--- config.mk ---
export PLATFORM = sky130hd
export DESIGN_NAME = mem_port_arbiter_flat
export DESIGN_NICKNAME = d
export VERILOG_FILES = /design/src/rtl/mem_port_arbiter_if.sv /design/src/rtl/mem_port_arbiter.sv /design/src/flat_wrapper.sv
export SDC_FILE = /design/constraint.sdc
export NUM_CORES = 1
export LEC_CHECK = 0
export ABC_AREA = 0
export CAP_MARGIN = 40
export CORE_AREA = 2 2 39 41
export CTS_BUF_LIST = sky130_fd_sc_hd__clkbuf_8 sky130_fd_sc_hd__clkbuf_16
export CTS_CLUSTER_DIAMETER = 60
export DETAILED_ROUTE_END_ITERATION = 8
export DIE_AREA = 0 0 41 43
export DONT_BUFFER_PORTS = 1
export GPL_ROUTABILITY_DRIVEN = 0
export PLACE_DENSITY = 0.53
export SLEW_MARGIN = 20
export SYNTH_ARGS = -nofsm -noshare
export SYNTH_HDL_FRONTEND = slang
export SYNTH_SLANG_ARGS = --single-unit
--- constraint.sdc ---
create_clock -name clk -period 4.7 [get_ports clk]
set_clock_uncertainty 0.15 [all_clocks]
set_input_delay 0.94 -clock clk [delete_from_list [all_inputs] [get_ports clk]]
set_output_delay 0.94 -clock clk [all_outputs]
set_load 0.02 [all_outputs]
--- src/rtl/mem_port_arbiter_if.sv ---
// Bundle for the shared memory port: fetch requester, data requester and the memory side.
// slave = the arbiter, master = the CPU pipeline plus the memory it drives.
interface mem_port_arbiter_if #(
  parameter int AW = 8,
  parameter int DW = 8
);
  logic          if_req;
  logic [AW-1:0] if_addr;
  logic          if_gnt;
  logic          if_stall;
  logic          if_rvalid;
  logic [DW-1:0] if_rdata;
  logic          flush;
  logic          d_req;
  logic          d_we;
  logic [AW-1:0] d_addr;
  logic [DW-1:0] d_wdata;
  logic          d_gnt;
  logic          d_stall;
  logic          d_rvalid;
  logic [DW-1:0] d_rdata;
  logic          mem_en;
  logic          mem_we;
  logic [AW-1:0] mem_addr;
  logic [DW-1:0] mem_wdata;
  logic [DW-1:0] mem_rdata;

  modport slave (
    input  if_req, if_addr, flush, d_req, d_we, d_addr, d_wdata, mem_rdata,
    output if_gnt, if_stall, if_rvalid, if_rdata, d_gnt, d_stall, d_rvalid, d_rdata,
           mem_en, mem_we, mem_addr, mem_wdata
  );

  modport master (
    output if_req, if_addr, flush, d_req, d_we, d_addr, d_wdata, mem_rdata,
    input  if_gnt, if_stall, if_rvalid, if_rdata, d_gnt, d_stall, d_rvalid, d_rdata,
           mem_en, mem_we, mem_addr, mem_wdata
  );
endinterface

--- src/rtl/mem_port_arbiter.sv ---
// Arbitrates the single-ported unified memory between instruction fetch and the data stage,
// with a starvation guard for fetch, branch flush of wrong-path fetch data and read-data routing.
module mem_port_arbiter #(
  parameter int AW         = 8,
  parameter int DW         = 8,
  parameter int STARVE_MAX = 4
) (
  input  logic                 clk,
  input  logic                 rstn,
  mem_port_arbiter_if.slave    bus
);
  localparam int              CW         = $clog2(STARVE_MAX + 1);
  localparam logic [CW-1:0]   STARVE_LIM = CW'(STARVE_MAX);

  typedef enum logic [1:0] {
    OWN_NONE = 2'd0,
    OWN_IF   = 2'd1,
    OWN_D    = 2'd2
  } owner_t;

  owner_t        owner_r;
  logic [CW-1:0] cnt_r;
  logic          fetch_elig_s;
  logic          data_elig_s;
  logic          if_gnt_s;
  logic          d_gnt_s;
  logic          mem_we_s;
  logic [AW-1:0] mem_addr_s;
  logic [DW-1:0] mem_wdata_s;
  logic          if_rvalid_s;
  logic          d_rvalid_s;

  // Grant decision; rstn gates eligibility so every output reads 0 while reset is held.
  always_comb begin
    fetch_elig_s = rstn & bus.if_req & ~bus.flush;
    data_elig_s  = rstn & bus.d_req;
    if_gnt_s     = 1'b0;
    d_gnt_s      = 1'b0;
    if (fetch_elig_s && data_elig_s) begin
      if (cnt_r == STARVE_LIM) begin
        if_gnt_s = 1'b1;
      end else begin
        d_gnt_s = 1'b1;
      end
    end else if (fetch_elig_s) begin
      if_gnt_s = 1'b1;
    end else if (data_elig_s) begin
      d_gnt_s = 1'b1;
    end else begin
      if_gnt_s = 1'b0;
      d_gnt_s  = 1'b0;
    end
  end

  // Memory port is driven by the winner only; fetch never writes.
  always_comb begin
    mem_we_s    = 1'b0;
    mem_addr_s  = '0;
    mem_wdata_s = '0;
    if (d_gnt_s) begin
      mem_we_s    = bus.d_we;
      mem_addr_s  = bus.d_addr;
      mem_wdata_s = bus.d_wdata;
    end else if (if_gnt_s) begin
      mem_addr_s  = bus.if_addr;
    end else begin
      mem_we_s    = 1'b0;
      mem_addr_s  = '0;
      mem_wdata_s = '0;
    end
  end

  // Read-response owner and count of consecutive contended cycles fetch has lost.
  always_ff @(posedge clk or negedge rstn) begin
    if (!rstn) begin
      owner_r <= OWN_NONE;
      cnt_r   <= '0;
    end else begin
      if (if_gnt_s) begin
        owner_r <= OWN_IF;
      end else if (d_gnt_s && !bus.d_we) begin
        owner_r <= OWN_D;
      end else begin
        owner_r <= OWN_NONE;
      end
      if (fetch_elig_s && d_gnt_s && (cnt_r != STARVE_LIM)) begin
        cnt_r <= cnt_r + CW'(1);
      end else begin
        cnt_r <= '0;
      end
    end
  end

  // Route last cycle's read data to its owner; a flush kills the wrong-path fetch word.
  always_comb begin
    if_rvalid_s = 1'b0;
    d_rvalid_s  = 1'b0;
    case (owner_r)
      OWN_IF:  if_rvalid_s = ~bus.flush;
      OWN_D:   d_rvalid_s  = 1'b1;
      default: begin
        if_rvalid_s = 1'b0;
        d_rvalid_s  = 1'b0;
      end
    endcase
  end

  assign bus.if_gnt    = if_gnt_s;
  assign bus.if_stall  = fetch_elig_s & ~if_gnt_s;
  assign bus.if_rvalid = if_rvalid_s;
  assign bus.if_rdata  = if_rvalid_s ? bus.mem_rdata : '0;
  assign bus.d_gnt     = d_gnt_s;
  assign bus.d_stall   = data_elig_s & ~d_gnt_s;
  assign bus.d_rvalid  = d_rvalid_s;
  assign bus.d_rdata   = d_rvalid_s ? bus.mem_rdata : '0;
  assign bus.mem_en    = if_gnt_s | d_gnt_s;
  assign bus.mem_we    = mem_we_s;
  assign bus.mem_addr  = mem_addr_s;
  assign bus.mem_wdata = mem_wdata_s;
endmodule

--- src/flat_wrapper.sv ---
// flat-port wrapper written by rule: the top's interface ports become plain ports
module mem_port_arbiter_flat 
#(
  parameter int AW         = 8,
  parameter int DW         = 8,
  parameter int STARVE_MAX = 4
)
  (clk, rstn, bus_if_req, bus_if_addr, bus_flush, bus_d_req, bus_d_we, bus_d_addr, bus_d_wdata, bus_mem_rdata, bus_if_gnt, bus_if_stall, bus_if_rvalid, bus_if_rdata, bus_d_gnt, bus_d_stall, bus_d_rvalid, bus_d_rdata, bus_mem_en, bus_mem_we, bus_mem_addr, bus_mem_wdata);
  mem_port_arbiter_if #(.AW(AW), .DW(DW)) bus_i ();
  input  logic clk;
  input  logic rstn;
  input wire logic [$bits(bus_i.if_req)-1:0] bus_if_req;
  input wire logic [$bits(bus_i.if_addr)-1:0] bus_if_addr;
  input wire logic [$bits(bus_i.flush)-1:0] bus_flush;
  input wire logic [$bits(bus_i.d_req)-1:0] bus_d_req;
  input wire logic [$bits(bus_i.d_we)-1:0] bus_d_we;
  input wire logic [$bits(bus_i.d_addr)-1:0] bus_d_addr;
  input wire logic [$bits(bus_i.d_wdata)-1:0] bus_d_wdata;
  input wire logic [$bits(bus_i.mem_rdata)-1:0] bus_mem_rdata;
  output wire logic [$bits(bus_i.if_gnt)-1:0] bus_if_gnt;
  output wire logic [$bits(bus_i.if_stall)-1:0] bus_if_stall;
  output wire logic [$bits(bus_i.if_rvalid)-1:0] bus_if_rvalid;
  output wire logic [$bits(bus_i.if_rdata)-1:0] bus_if_rdata;
  output wire logic [$bits(bus_i.d_gnt)-1:0] bus_d_gnt;
  output wire logic [$bits(bus_i.d_stall)-1:0] bus_d_stall;
  output wire logic [$bits(bus_i.d_rvalid)-1:0] bus_d_rvalid;
  output wire logic [$bits(bus_i.d_rdata)-1:0] bus_d_rdata;
  output wire logic [$bits(bus_i.mem_en)-1:0] bus_mem_en;
  output wire logic [$bits(bus_i.mem_we)-1:0] bus_mem_we;
  output wire logic [$bits(bus_i.mem_addr)-1:0] bus_mem_addr;
  output wire logic [$bits(bus_i.mem_wdata)-1:0] bus_mem_wdata;
  assign bus_i.if_req = bus_if_req;
  assign bus_i.if_addr = bus_if_addr;
  assign bus_i.flush = bus_flush;
  assign bus_i.d_req = bus_d_req;
  assign bus_i.d_we = bus_d_we;
  assign bus_i.d_addr = bus_d_addr;
  assign bus_i.d_wdata = bus_d_wdata;
  assign bus_i.mem_rdata = bus_mem_rdata;
  assign bus_if_gnt = bus_i.if_gnt;
  assign bus_if_stall = bus_i.if_stall;
  assign bus_if_rvalid = bus_i.if_rvalid;
  assign bus_if_rdata = bus_i.if_rdata;
  assign bus_d_gnt = bus_i.d_gnt;
  assign bus_d_stall = bus_i.d_stall;
  assign bus_d_rvalid = bus_i.d_rvalid;
  assign bus_d_rdata = bus_i.d_rdata;
  assign bus_mem_en = bus_i.mem_en;
  assign bus_mem_we = bus_i.mem_we;
  assign bus_mem_addr = bus_i.mem_addr;
  assign bus_mem_wdata = bus_i.mem_wdata;
  mem_port_arbiter #(.AW(AW), .DW(DW), .STARVE_MAX(STARVE_MAX)) u_core (.clk(clk), .rstn(rstn), .bus(bus_i));
endmodule
==> results.toml <==
[setup_path]
cp_max_fo = 11
ff2ff_setup_slack_ns = 3.03
crit_type = "input port to primary output"
critPathCapture = "bus_mem_wdata[3]"
r2r-start = "u_core.cnt_r[0]"
crit_path_end_kind = "primary output"
required_ns = 3.61
critical_path_arrival_ns = 2.03
crit_start = "bus_if_req"
start_kind = "input port"
ff2ff_path_depth = 5
r2r-end = "u_core.owner_r[1]"

[cts]
cts_num_sinks = 5
cts_tree = "built"
h-tree-depth = 1
postCtsSetupRepairBufs = 0
root_buffer = "clkbuf_8"
clock_latency_ns = 0.22
clockBufferDepth = 2
hold_buffers = 0
cts_buffers = 3
clk_pin_slew_ns = 0.04
postCtsResizedCells = 0

[yosys]
synthCells = 63
synth_seq_cells = 5
ys_types = 19
yosysSeqAreaShare = 0.238
synth_area_um2 = 527
syn_nets = 103
syn_avg_cell_area_um2 = 8.36
ys_warn_count = 0

[min_path]
min_path_type = "input port to async pin"

[die]
core_area_um2 = 1380
die_w_um = 41
num_rows = 14
io_pins = 78
dieArea_um2 = 1760
fp.dieH_um = 43
initial_core_util = 0.381

[route]
vias = 465
via_per_inst = 5.74
routedWlPerCell_um = 14.0
first_iter_violations = 6
wirelength_um = 1130
drc = 0
ant_nets = 0
dr.pass1.iters = 4

[status]
outcome = "completed"

[sta]
setup_viol = 0
slew_violations = 0
max_freq_mhz = 320
worstMarginPinSlew_ns = 0.725
fin_tns_setup_ns = 0
rsz0062_at_grt = "false"
hold_viol = 0
post-route-period-util = 0.664
period_needed_ns = 3.12
slew_headroom = 0.516

[placed_design]
dp_hpwl_um = 980
io_buffers = 0

[global_route]
antenna_found_initial = 0
grt_max_degree = 12
grt_first_pass_wirelength_um = 1580
grt_use_total = 0.131
grt_pass1_vias = 404
gr-total-overflow = 0

[final_layout]
drive_above_1_share = 0.138
final_net_count = 106
syn_to_final_growth_pct = 13.1
antennaDiodeCount = 0

[pwr]
power.total_mw = 0.154
p_leak_nw = 0.274
vdd_ir_drop_max_mv = 0.218
power.density_nw_per_um2 = 258

[run]
cap_violations = 0
==> worst max-delay path, stage by stage <==
cell     delay (ns)
nor2b_1        0.13
a31oi_2        0.48
buf_6          0.22
and2_1         0.26
==> cells in the mapped netlist <==
cell       n  share of area
dfrtp_1    5           0.24
a211oi_4   1          0.038
buf_2      2          0.019
clkbuf_1   1         0.0071
ha_1       2          0.047
inv_1      4          0.028
xnor2_1    1          0.017
nor3b_2    1          0.024
or2_1      1          0.012
a31oi_1    1          0.012
nor2_1     2          0.014
and2_1    26           0.31
nand2_2    1          0.012
nand4_1    1          0.012
nand2b_4   1          0.026
nand2_1    1         0.0071
nor3_1     1         0.0095
a22o_1     8           0.13
nor2b_1    3          0.036
==> layer usage <==
| metal | up-vias | part of all wire | track usage |
|---|---|---|---|
| met5 | - | 0 | 0 |
| met4 | 0 | 0 | 0.0200 |
| met3 | 0 | 0.15 | 0.0733 |
| met2 | 47 | 0.51 | 0.222 |
| met1 | 207 | 0.34 | 0.135 |
| li1 | 211 | - | - |
==> placed cells by master, fill, tap and decap left out <==
master	netlist	layout
a31oi_2	0	1
nor2_1	2	2
a211oi_4	1	1
and2_1	26	26
nand2_1	1	1
buf_6	0	1
nor2b_1	3	3
nor3b_2	1	1
xnor2_1	1	1
or2_1	1	1
nand2_2	1	1
nor3_1	1	1
ha_1	2	2
a22o_1	8	8
nand4_1	1	1
dfrtp_1	5	5
inv_1	4	5
clkbuf_8	0	3
nand2b_4	1	1
==> sequential cells by signal, indices dropped and copies added, names as in the netlist <==
signal          flops
u_core.cnt_r        3
u_core.owner_r      2
==> power breakdown <==
part	internal, mW	switching (mW)
logic	0.00949	0.0231
registers	0.0441	0.000440
clock network	0.0560	0.0208
total	0.110	0.0443
==> final cells by class <==
class / instances / area, um^2
clock inverters: 1 / 3.75
well taps: 16 / 20.0
fillers: 130 / 788
clock buffers: 3 / 41.3
flip-flops and latches: 5 / 125
repair buffers: 1 / 11.3
multi-input cells: 51 / 379
inverters: 4 / 15.0
==> cell families (layout without fill, tap and decap cells) <==
kind of cell	Yosys count	after routing	share of synthesized area
adders and majority gates	2	2	0.0475
and+or+nand+nor	38	38	0.461
buffers and inverters	7	9	0.0546
xor gates and xnor gates	1	1	0.0166
DFF	5	5	0.238
AOI/OAI and AO/OA	10	10	0.183
==> per-stage QoR <==
stage | area (um^2) | util | setup WS [ns] | hold WS (ns) | instances
after detailed placement | 551 | 0.398 | 1.58 | 0.311 | 77
after CTS | 596 | 0.430 | 1.57 | 0.260 | 81
final | 596 | 0.430 | 1.58 | 0.264 | 81
after floorplan | 527 | - | 1.74 | 0.282 | 63
after global placement | 539 | 0.390 | 1.38 | 0.312 | 76
after global routing | 596 | 0.430 | 1.47 | 0.254 | 81
==> how the worst min path moves through the flow <==
| stage | startpoint | to |
|---|---|---|
| final | rstn | u_core.cnt_r[2] |
| after floorplan | u_core.cnt_r[0] | u_core.cnt_r[0] |
| after global routing | rstn | u_core.cnt_r[2] |
| after global placement | u_core.cnt_r[0] | u_core.cnt_r[0] |
| after CTS | rstn | u_core.cnt_r[2] |
| after detailed placement | u_core.cnt_r[0] | u_core.cnt_r[0] |
Power figures use the tool's default switching activity.
